### src/rtl/ebpc_pkg.sv
// Shared parameters and state encoding for the EBPC encoder front-end.
package ebpc_pkg;
  localparam int unsigned DATA_W     = 8;
  localparam int unsigned BLOCK_SIZE = 8;

  typedef enum logic [1:0] {
    RUN       = 2'd0,
    EMIT_FULL = 2'd1,
    EMIT_LAST = 2'd2
  } ctrl_state_t;
endpackage

### src/rtl/ebpc_block_buf.sv
// Collects non-zero words into one block; word 0 sits in the MSB slice.
module ebpc_block_buf import ebpc_pkg::*; #(
  parameter int unsigned DATA_W     = ebpc_pkg::DATA_W,
  parameter int unsigned BLOCK_SIZE = ebpc_pkg::BLOCK_SIZE,
  parameter int unsigned CNT_W      = $clog2(BLOCK_SIZE + 1)
) (
  input  logic                         clk_i,
  input  logic                         rst_ni,
  input  logic                         wr_en,
  input  logic [DATA_W-1:0]            wr_data,
  input  logic                         clr,
  output logic [CNT_W-1:0]             cnt,
  output logic [BLOCK_SIZE*DATA_W-1:0] data
);

  logic [0:BLOCK_SIZE-1][DATA_W-1:0] blk_q;
  logic [CNT_W-1:0]                  cnt_q;

  // Clearing to zero is what pads a partial final block.
  always_ff @(posedge clk_i or negedge rst_ni) begin
    if (!rst_ni) begin
      blk_q <= '0;
      cnt_q <= '0;
    end else if (clr) begin
      blk_q <= '0;
      cnt_q <= '0;
    end else if (wr_en) begin
      for (int i = 0; i < int'(BLOCK_SIZE); i++) begin
        if (cnt_q == CNT_W'(i)) begin
          blk_q[i] <= wr_data;
        end
      end
      cnt_q <= cnt_q + CNT_W'(1);
    end
  end

  assign cnt  = cnt_q;
  assign data = blk_q;

  ebpc_block_buf_chk #(
    .BLOCK_SIZE (BLOCK_SIZE),
    .CNT_W      (CNT_W)
  ) u_chk (
    .clk_i  (clk_i),
    .rst_ni (rst_ni),
    .cnt    (cnt_q),
    .wr_en  (wr_en),
    .clr    (clr)
  );

endmodule

### src/rtl/ebpc_block_buf_chk.sv
// Property checker for the block buffer fill count.
module ebpc_block_buf_chk import ebpc_pkg::*; #(
  parameter int unsigned BLOCK_SIZE = ebpc_pkg::BLOCK_SIZE,
  parameter int unsigned CNT_W      = $clog2(BLOCK_SIZE + 1)
) (
  input logic             clk_i,
  input logic             rst_ni,
  input logic [CNT_W-1:0] cnt,
  input logic             wr_en,
  input logic             clr
);

  // Count never passes the block size, and a full buffer is never written.
  always @(posedge clk_i) begin
    if (rst_ni) begin
      assert (cnt <= CNT_W'(BLOCK_SIZE))
        else $error("block count overflow: %0d", cnt);
      assert (!(wr_en && !clr && cnt == CNT_W'(BLOCK_SIZE)))
        else $error("write into full block buffer");
    end
  end

endmodule

### src/rtl/ebpc_encoder_ctrl.sv
// EBPC front-end sequencer: feeds the ZRLE one symbol per word and the BPC
// one block per BLOCK_SIZE non-zero words, keeping both aligned per frame.
module ebpc_encoder_ctrl import ebpc_pkg::*; #(
  parameter int unsigned DATA_W     = ebpc_pkg::DATA_W,
  parameter int unsigned BLOCK_SIZE = ebpc_pkg::BLOCK_SIZE
) (
  input  logic                         clk_i,
  input  logic                         rst_ni,
  input  logic [DATA_W-1:0]            data_i,
  input  logic                         last_i,
  input  logic                         vld_i,
  output logic                         rdy_o,
  output logic                         znz_is_one_o,
  output logic                         znz_flush_o,
  output logic                         znz_vld_o,
  input  logic                         znz_rdy_i,
  output logic [BLOCK_SIZE*DATA_W-1:0] bpc_data_o,
  output logic                         bpc_flush_o,
  output logic                         bpc_vld_o,
  input  logic                         bpc_rdy_i,
  output logic                         idle_o
);

  localparam int unsigned CNT_W = $clog2(BLOCK_SIZE + 1);

  ctrl_state_t      state_q, state_d;
  logic [CNT_W-1:0] cnt_q, cnt_d;
  logic             nz, space_ok;
  logic             wr_en, clr;
  logic             rdy_s, znz_vld_s;
  logic             bpc_vld_q, bpc_flush_q;

  assign nz       = (data_i != '0);
  assign space_ok = !(nz && cnt_q == CNT_W'(BLOCK_SIZE));
  assign cnt_d    = cnt_q + CNT_W'(nz);

  // Next state, handshakes and buffer control.
  always_comb begin
    state_d   = state_q;
    rdy_s     = 1'b0;
    znz_vld_s = 1'b0;
    wr_en     = 1'b0;
    clr       = 1'b0;
    case (state_q)
      RUN: begin
        znz_vld_s = vld_i && space_ok;
        rdy_s     = znz_rdy_i && space_ok;
        if (vld_i && rdy_s) begin
          wr_en = nz;
          if (last_i && cnt_d != '0) begin
            state_d = EMIT_LAST;
          end else begin
            state_d = RUN;
          end
        end else if (vld_i && !space_ok) begin
          // Full block is released only once another non-zero word needs room.
          state_d = EMIT_FULL;
        end else begin
          state_d = RUN;
        end
      end
      EMIT_FULL, EMIT_LAST: begin
        if (bpc_rdy_i) begin
          clr     = 1'b1;
          state_d = RUN;
        end else begin
          state_d = state_q;
        end
      end
      default: begin
        state_d = RUN;
      end
    endcase
  end

  // State plus registered BPC handshake flags.
  always_ff @(posedge clk_i or negedge rst_ni) begin
    if (!rst_ni) begin
      state_q     <= RUN;
      bpc_vld_q   <= 1'b0;
      bpc_flush_q <= 1'b0;
    end else begin
      state_q     <= state_d;
      bpc_vld_q   <= (state_d != RUN);
      bpc_flush_q <= (state_d == EMIT_LAST);
    end
  end

  ebpc_block_buf #(
    .DATA_W     (DATA_W),
    .BLOCK_SIZE (BLOCK_SIZE),
    .CNT_W      (CNT_W)
  ) u_block_buf (
    .clk_i   (clk_i),
    .rst_ni  (rst_ni),
    .wr_en   (wr_en),
    .wr_data (data_i),
    .clr     (clr),
    .cnt     (cnt_q),
    .data    (bpc_data_o)
  );

  assign rdy_o        = rdy_s;
  assign znz_vld_o    = znz_vld_s;
  assign znz_is_one_o = nz;
  assign znz_flush_o  = last_i;
  assign bpc_vld_o    = bpc_vld_q;
  assign bpc_flush_o  = bpc_flush_q;
  assign idle_o       = (state_q == RUN) && (cnt_q == '0) && !vld_i;

endmodule
### config.mk
export PLATFORM = sky130hd
export DESIGN_NAME = ebpc_encoder_ctrl
export DESIGN_NICKNAME = d
export VERILOG_FILES = /design/src/rtl/ebpc_pkg.sv /design/src/rtl/ebpc_block_buf.sv /design/src/rtl/ebpc_block_buf_chk.sv /design/src/rtl/ebpc_encoder_ctrl.sv
export SDC_FILE = /design/constraint.sdc
export NUM_CORES = 1
export LEC_CHECK = 0
export ABC_AREA = 1
export BUFFER_PORTS_ARGS = -buffer_cell sky130_fd_sc_hd__buf_4
export CAP_MARGIN = 20
export CORE_UTILIZATION = 47
export DETAILED_ROUTE_END_ITERATION = 8
export GPL_ROUTABILITY_DRIVEN = 0
export PLACE_DENSITY = 0.75
export SLEW_MARGIN = 20
export SYNTH_ARGS = -nofsm -noshare
export SYNTH_HDL_FRONTEND = slang
export SYNTH_SLANG_ARGS = --single-unit
### constraint.sdc
create_clock -name clk_i -period 1.6 [get_ports clk_i]
set_input_delay 0.08 -clock clk_i [delete_from_list [all_inputs] [get_ports clk_i]]
set_output_delay 0.08 -clock clk_i [all_outputs]
set_load 0.02 [all_outputs]
---- Word level (Yosys, flattened, before mapping) ----
Index checks and enable logic that the tools add are counted.
storage, ports and cells
  logic and storage cells ................. 81
  bits in registers ....................... 72
  input port bits ......................... 14
  output and inout port bits .............. 71
operators by class
  $add $sub $neg .......................... 2
  reductions and logical operators ........ 33
  muxes and demuxes ....................... 23
  equal/unequal tests ..................... 11
operators by type and width
  cell                                                                   count
  64-bit 2-to-1 mux                                                      2
  8-bit 2-to-1 mux                                                       8
  2-bit nonzero test                                                     10
  4-bit by 3-bit equality test with 1-bit output, second input constant  4
  2-bit AND reduction                                                    8
  4-bit by 2-bit equality test with 1-bit output, second input constant  2
  1-bit logical AND                                                      8
  4-bit 2-to-1 mux                                                       2
  8-bit nonzero test                                                     1
  1-bit 2-to-1 mux                                                       7
  2-bit 2-to-1 mux                                                       3
  4-bit by 1-bit adder with 4-bit output                                 1
  4-bit by 1-bit adder with 4-bit output, second input constant          1
  2-bit equality test, second input constant                             2
  4-bit by 1-bit equality test with 1-bit output, second input constant  1
  4-bit equality test, second input constant                             1
  4-bit zero test                                                        1
  2-bit one-hot mux with 2 select lines                                  1
  4-bit nonzero test                                                     1
  2-bit by 1-bit equality test with 1-bit output, second input constant  1
  1-bit zero test                                                        2
  2-bit zero test                                                        1
  2-bit OR reduction                                                     1

---- Depth between registers and ports, before layout ----
  depth in word-level cells ............... 9
  depth in mapped cells ................... 13

---- By module ----
From an unflattened synthesis, not the netlist that was laid out.
unflattened totals
  cell total of the unflattened synthesis .. 394
  area total of the unflattened synthesis .. 3,324.4 µm²
modules (own cells, without submodules)
  module             cells each  times used  area an instance (µm²)
  ebpc_block_buf     333         1           2,930.3
  ebpc_encoder_ctrl  61          1           394.1

---- Worst setup path before layout ----
Ideal clock, no wire load.
  kind .................................... input to register
  start point ............................. input port data_i[2]
  end point ............................... register bpc_vld_q, in the netlist bpc_vld_o
  stages on the path ...................... 12
  setup time .............................. 0.120 ns
  slack ................................... -0.038 ns
  required time ........................... 1.480 ns
  arrival ................................. 1.518 ns
  cells stage by stage .................... nor2_1 > nand4_2 > ha_1 > ha_1 > a21oi_1 > nand2_1 > nor2_1 > nor2_1 > nand2_1 > nand2_1 > nand2_1 > nand2_1
on the way
  cells in the longest elaborated chain, start to end .. 8
  elaborated cells on any way between the ends .. 14
  classes of those cells .................. add/sub: 1; mux: 4; reduce/logical: 9
RTL lines
  what                                                                         line                                              source
  start: declaration                                                           ebpc_encoder_ctrl.sv:9                            input logic [DATA_W-1:0] data_i,
  8-bit nonzero test *                                                         ebpc_encoder_ctrl.sv:33                           assign nz = (data_i != '0);
  net znz_is_one_o                                                             ebpc_encoder_ctrl.sv:13                           output logic znz_is_one_o,
  4-bit by 1-bit adder with 4-bit output or 1-bit logical AND (tied branches)  ebpc_encoder_ctrl.sv:35, ebpc_encoder_ctrl.sv:34
  4-bit nonzero test or 1-bit zero test (tied branches)                        ebpc_encoder_ctrl.sv:50, ebpc_encoder_ctrl.sv:34
  1-bit logical AND, on equally long branches                                  ebpc_encoder_ctrl.sv:50, ebpc_encoder_ctrl.sv:47
  2-bit 2-to-1 mux or 1-bit logical AND (tied branches)                        ebpc_encoder_ctrl.sv:50, ebpc_encoder_ctrl.sv:48
  2-bit 2-to-1 mux *                                                           ebpc_encoder_ctrl.sv:48                           if (vld_i && rdy_s) begin
  2-bit one-hot mux with 2 select lines *                                      ebpc_encoder_ctrl.sv:44                           case (state_q)
  2-bit nonzero test *                                                         ebpc_encoder_ctrl.sv:84                           bpc_vld_q <= (state_d != RUN);
  end signal: assignment                                                       ebpc_encoder_ctrl.sv:84
  end: declaration                                                             ebpc_encoder_ctrl.sv:31                           logic bpc_vld_q, bpc_flush_q;
The timed path passes the listed nets; every way through them passes the cells marked *.
A chain may end at the register's enable or synchronous reset.

---- Worst setup path after layout ----
  start point ............................. register u_block_buf.cnt_q[0], in the netlist u_block_buf.cnt[0]
  end point ............................... register u_block_buf.blk_q (netlist bit u_block_buf.data[41])
on the way
  cells in the longest elaborated chain, start to end .. 9
  elaborated cells on any way between the ends .. 11
  classes of those cells .................. eq/ne: 2; mux: 2; reduce/logical: 7
RTL lines
  what                             line                     source
  start: declaration               ebpc_block_buf.sv:17     logic [CNT_W-1:0] cnt_q;
  start signal: assignment         ebpc_block_buf.sv:33     cnt_q <= cnt_q + CNT_W'(1);
  4-bit equality test              ebpc_encoder_ctrl.sv:34  assign space_ok = !(nz && cnt_q == CNT_W'(BLOCK_SIZE));
  1-bit logical AND                ebpc_encoder_ctrl.sv:34
  1-bit zero test                  ebpc_encoder_ctrl.sv:34
  1-bit logical AND                ebpc_encoder_ctrl.sv:47  rdy_s = znz_rdy_i && space_ok;
  1-bit logical AND                ebpc_encoder_ctrl.sv:48
  1-bit 2-to-1 mux                 ebpc_encoder_ctrl.sv:48
  1-bit 2-to-1 mux                 ebpc_encoder_ctrl.sv:44
  2-bit nonzero test (no line)     -
  2-bit AND reduction (no line) *  -
  end signal: indexed assignment   ebpc_block_buf.sv:30     blk_q[i] <= wr_data;
  end: declaration                 ebpc_block_buf.sv:16     logic [0:BLOCK_SIZE-1][DATA_W-1:0] blk_q;
Mark *: on every way between the ends. The rest lies on a longest branch, timed or not.

==> impl_metrics.env <==
export IMPL_setup_violations_final=0
export IMPL_synth_ff_type="dfrtp_1"
export IMPL_drc=0
export IMPL_ys_seq_elements=72
export IMPL_startpoint_type="flip-flop"
export IMPL_post_route_min_period_ns=1.58
export IMPL_cts_root_buf="clkbuf_8"
export IMPL_vias=2958
export IMPL_cp_slowest_stage_delay_ns=0.42
export IMPL_final_cells=607
export IMPL_layout_worst_path_cycle_share_pct=98.7
export IMPL_startpoint="u_block_buf.cnt[0]"
export IMPL_synthMostInstantiatedCell="nand2_1"
export IMPL_grt_pass1_wl_um=13200
export IMPL_grt_usage_pct=23.6
export IMPL_overflow=0
export IMPL_first_iter_violations=148
export IMPL_p_per_area_nw_per_um2=1890
export IMPL_yosysSeqAreaShare_pct=54.9
export IMPL_cp_max_fo=8
export IMPL_start_util_pct=48.6
export IMPL_ys_types=23
export IMPL_final_max_slew_viol_count=0
export IMPL_path_cells="inv_2 > ha_4 > nand3_4 > nand4_4 > buf_12 > nor2_4 > nand2_1 > nand2_1"
export IMPL_clkLatencyLatePin_ns=0.35
export IMPL_cp_data_arrival_time_ns=1.87
export IMPL_die_h_um=85.6
export IMPL_synth_edf_count=0
export IMPL_wire_per_inst_um=13.9
export IMPL_place_area_um2=4240
export IMPL_grt_pass1_vias=2741
export IMPL_p_leak_nw=2.66
export IMPL_crit_required_ns=1.89
export IMPL_hp_start="bpc_rdy_i"
export IMPL_hpwl_um=5960
export IMPL_rsz0062_at_grt="true"
export IMPL_fmax_mhz=633
export IMPL_syn_nets=417
export IMPL_syn_area_per_cell_um2=8.31
export IMPL_ys_top_cells_by_area="dfrtp_1 55%, nand2_1 24%, nand3_1 3.2%"
export IMPL_floorplan_die_area_um2=7320
export IMPL_critical_path_endpoint_type="flip-flop"
export IMPL_tns_ns=0
export IMPL_slowest_stage="dfrtp_1"
export IMPL_area_growth_pct=41.0
export IMPL_maxCapViolCount=0
export IMPL_die_width_um=85.6
export IMPL_relSlewSlack_pct=70.8
export IMPL_ir_worst_vdd_uv=805
export IMPL_synthCells=395
export IMPL_clk_pin_slew_ns=0.08
export IMPL_yosys_top_cells_count="213 x nand2_1, 72 x dfrtp_1, 22 x inv_1, 21 x nand3_1, 21 x nor2_1"
export IMPL_numClockSinks=72
export IMPL_tritoncts="built"
export IMPL_grt_max_degree=41
export IMPL_syn_area_um2=3280
export IMPL_cp_common_cell="nand2_1"
export IMPL_clock_skew_ns=0.0140
export IMPL_htreeDepth=3
export IMPL_drt_wl_total_um=8460
export IMPL_final_util_pct=68.5
export IMPL_port_buffers=84
export IMPL_r2r_start="u_block_buf.cnt[0]"
export IMPL_nNetsFinal=544
export IMPL_vias_per_cell=4.87
export IMPL_antenna_cells=0
export IMPL_dpl_cell_count=585
export IMPL_final_area_um2=4630
export IMPL_async_reset_ff_share_pct=100
export IMPL_yosysTopAreaCellShare_pct=54.9
export IMPL_power_mw=8.74
export IMPL_cts_buffers=9
export IMPL_first_pass_iters=6
export IMPL_critPathKind="reg -> reg"
export IMPL_ys_warn_count=0
export IMPL_hold_violations=0
export IMPL_antenna_found_initial=0
export IMPL_drtAntennaViolNets=0
export IMPL_hp_class="in -> reg"
export IMPL_synth_top_cell_by_area="dfrtp_1"
export IMPL_num_io_pins=85
export IMPL_outcome="completed"
export IMPL_rows=30
export IMPL_layout_drive_gt1_share_pct=35.1
export IMPL_worstMarginPinSlew_ns=0.438
export IMPL_core_um2=6760
export IMPL_clock_path_buffers=2
-- placed cells by master, fill, tap and decap left out, types with 3 or more instances in the layout --
cell	n
nor2_2	5
buf_4	113
dfrtp_1	71
inv_2	4
clkinv_2	3
ha_4	4
nand2_1	205
nor2_1	16
inv_1	19
ha_1	3
clkinvlp_4	3
buf_6	4
nand2_4	8
nand2_2	9
nand3_1	21
nor2_4	7
o21ai_0	3
clkbuf_8	9
-- area by class of cell --
| cell class | count | area (um^2) |
|---|---|---|
| Fill cell | 579 | 2130 |
| Sequential cell | 72 | 1800 |
| Multi-Input combinational cell | 294 | 1500 |
| Timing Repair Buffer | 121 | 958 |
| Clock buffer | 9 | 124 |
| Tap cell | 80 | 100 |
| Inverter | 24 | 92.6 |
| Clock inverter | 7 | 46.3 |
-- layer usage --
metal	global-route usage (%)	up-vias	wire length (um)
met4	7.12	0	138
li1	-	1474	-
met3	5.49	11	379
met5	0	-	0
met2	40.3	86	4270
met1	30.2	1387	3670
-- stage by stage --
step           setup WS [ns]  hold WS [ns]
2_1_floorplan       -0.00110        -0.216
5_1_grt              -0.0471         0.177
4_1_cts              0.00115         0.128
3_5_place_dp         -0.0879        0.0576
6_report              0.0201         0.146
3_3_place_gp         -0.0453        0.0497
-- cells by family after synthesis --
logic type               Yosys count  share of synthesized area, %
AO/OA/AOI/OAI                      6                         0.915
XOR/XNOR                           1                         0.267
adder cells (fa/ha/maj)            8                          3.05
buffers and inverters             29                          4.19
flip-flops                        72                          54.9
AND/OR/NAND/NOR                  279                          36.7
-- sequential cells by signal, summed over array words and instances (netlist names) --
name              count
bpc_flush_o           1
u_block_buf.cnt       4
u_block_buf.data     64
state_q               2
bpc_vld_o             1
-- path summary, 6_finish.rpt --
kind,cells past startpoint,endpoint,slack (ns)
worst min-delay path,6,state_q[1],0.15
max in group asynchronous,3,u_block_buf.data[63],0.82
min in group asynchronous,2,u_block_buf.data[22],0.20
worst min register to register,2,u_block_buf.data[58],0.48
worst max register to register,8,u_block_buf.data[41],0.02
worst max-delay path,8,u_block_buf.data[41],0.02
-- report_power, final --
group	switching, mW	internal (mW)	total (mW)
Combinational	2.57	1.83	4.40
Sequential	0.509	2.56	3.07
Clock	0.713	0.558	1.27
-- critical path, delay by kind of cell (launching register included) --
family        cells  cell delay (ns)
buf+inv           2             0.27
simple gates      5             0.65
fa+ha+maj         1             0.18
flops             1             0.42
-- repair_timing --
action / 4_1_cts / 5_1_grt
resized for setup: 15 / 29
hold buffers: 1 / 0
endpoints found under the hold margin: 32 / 0
pin swaps: 1 / 31
cloned: 0 / 0
endpoints found under the setup margin: 70 / 74
buffers inserted: 1 / 4
No activity file was read; power rests on OpenSTA's default activity.
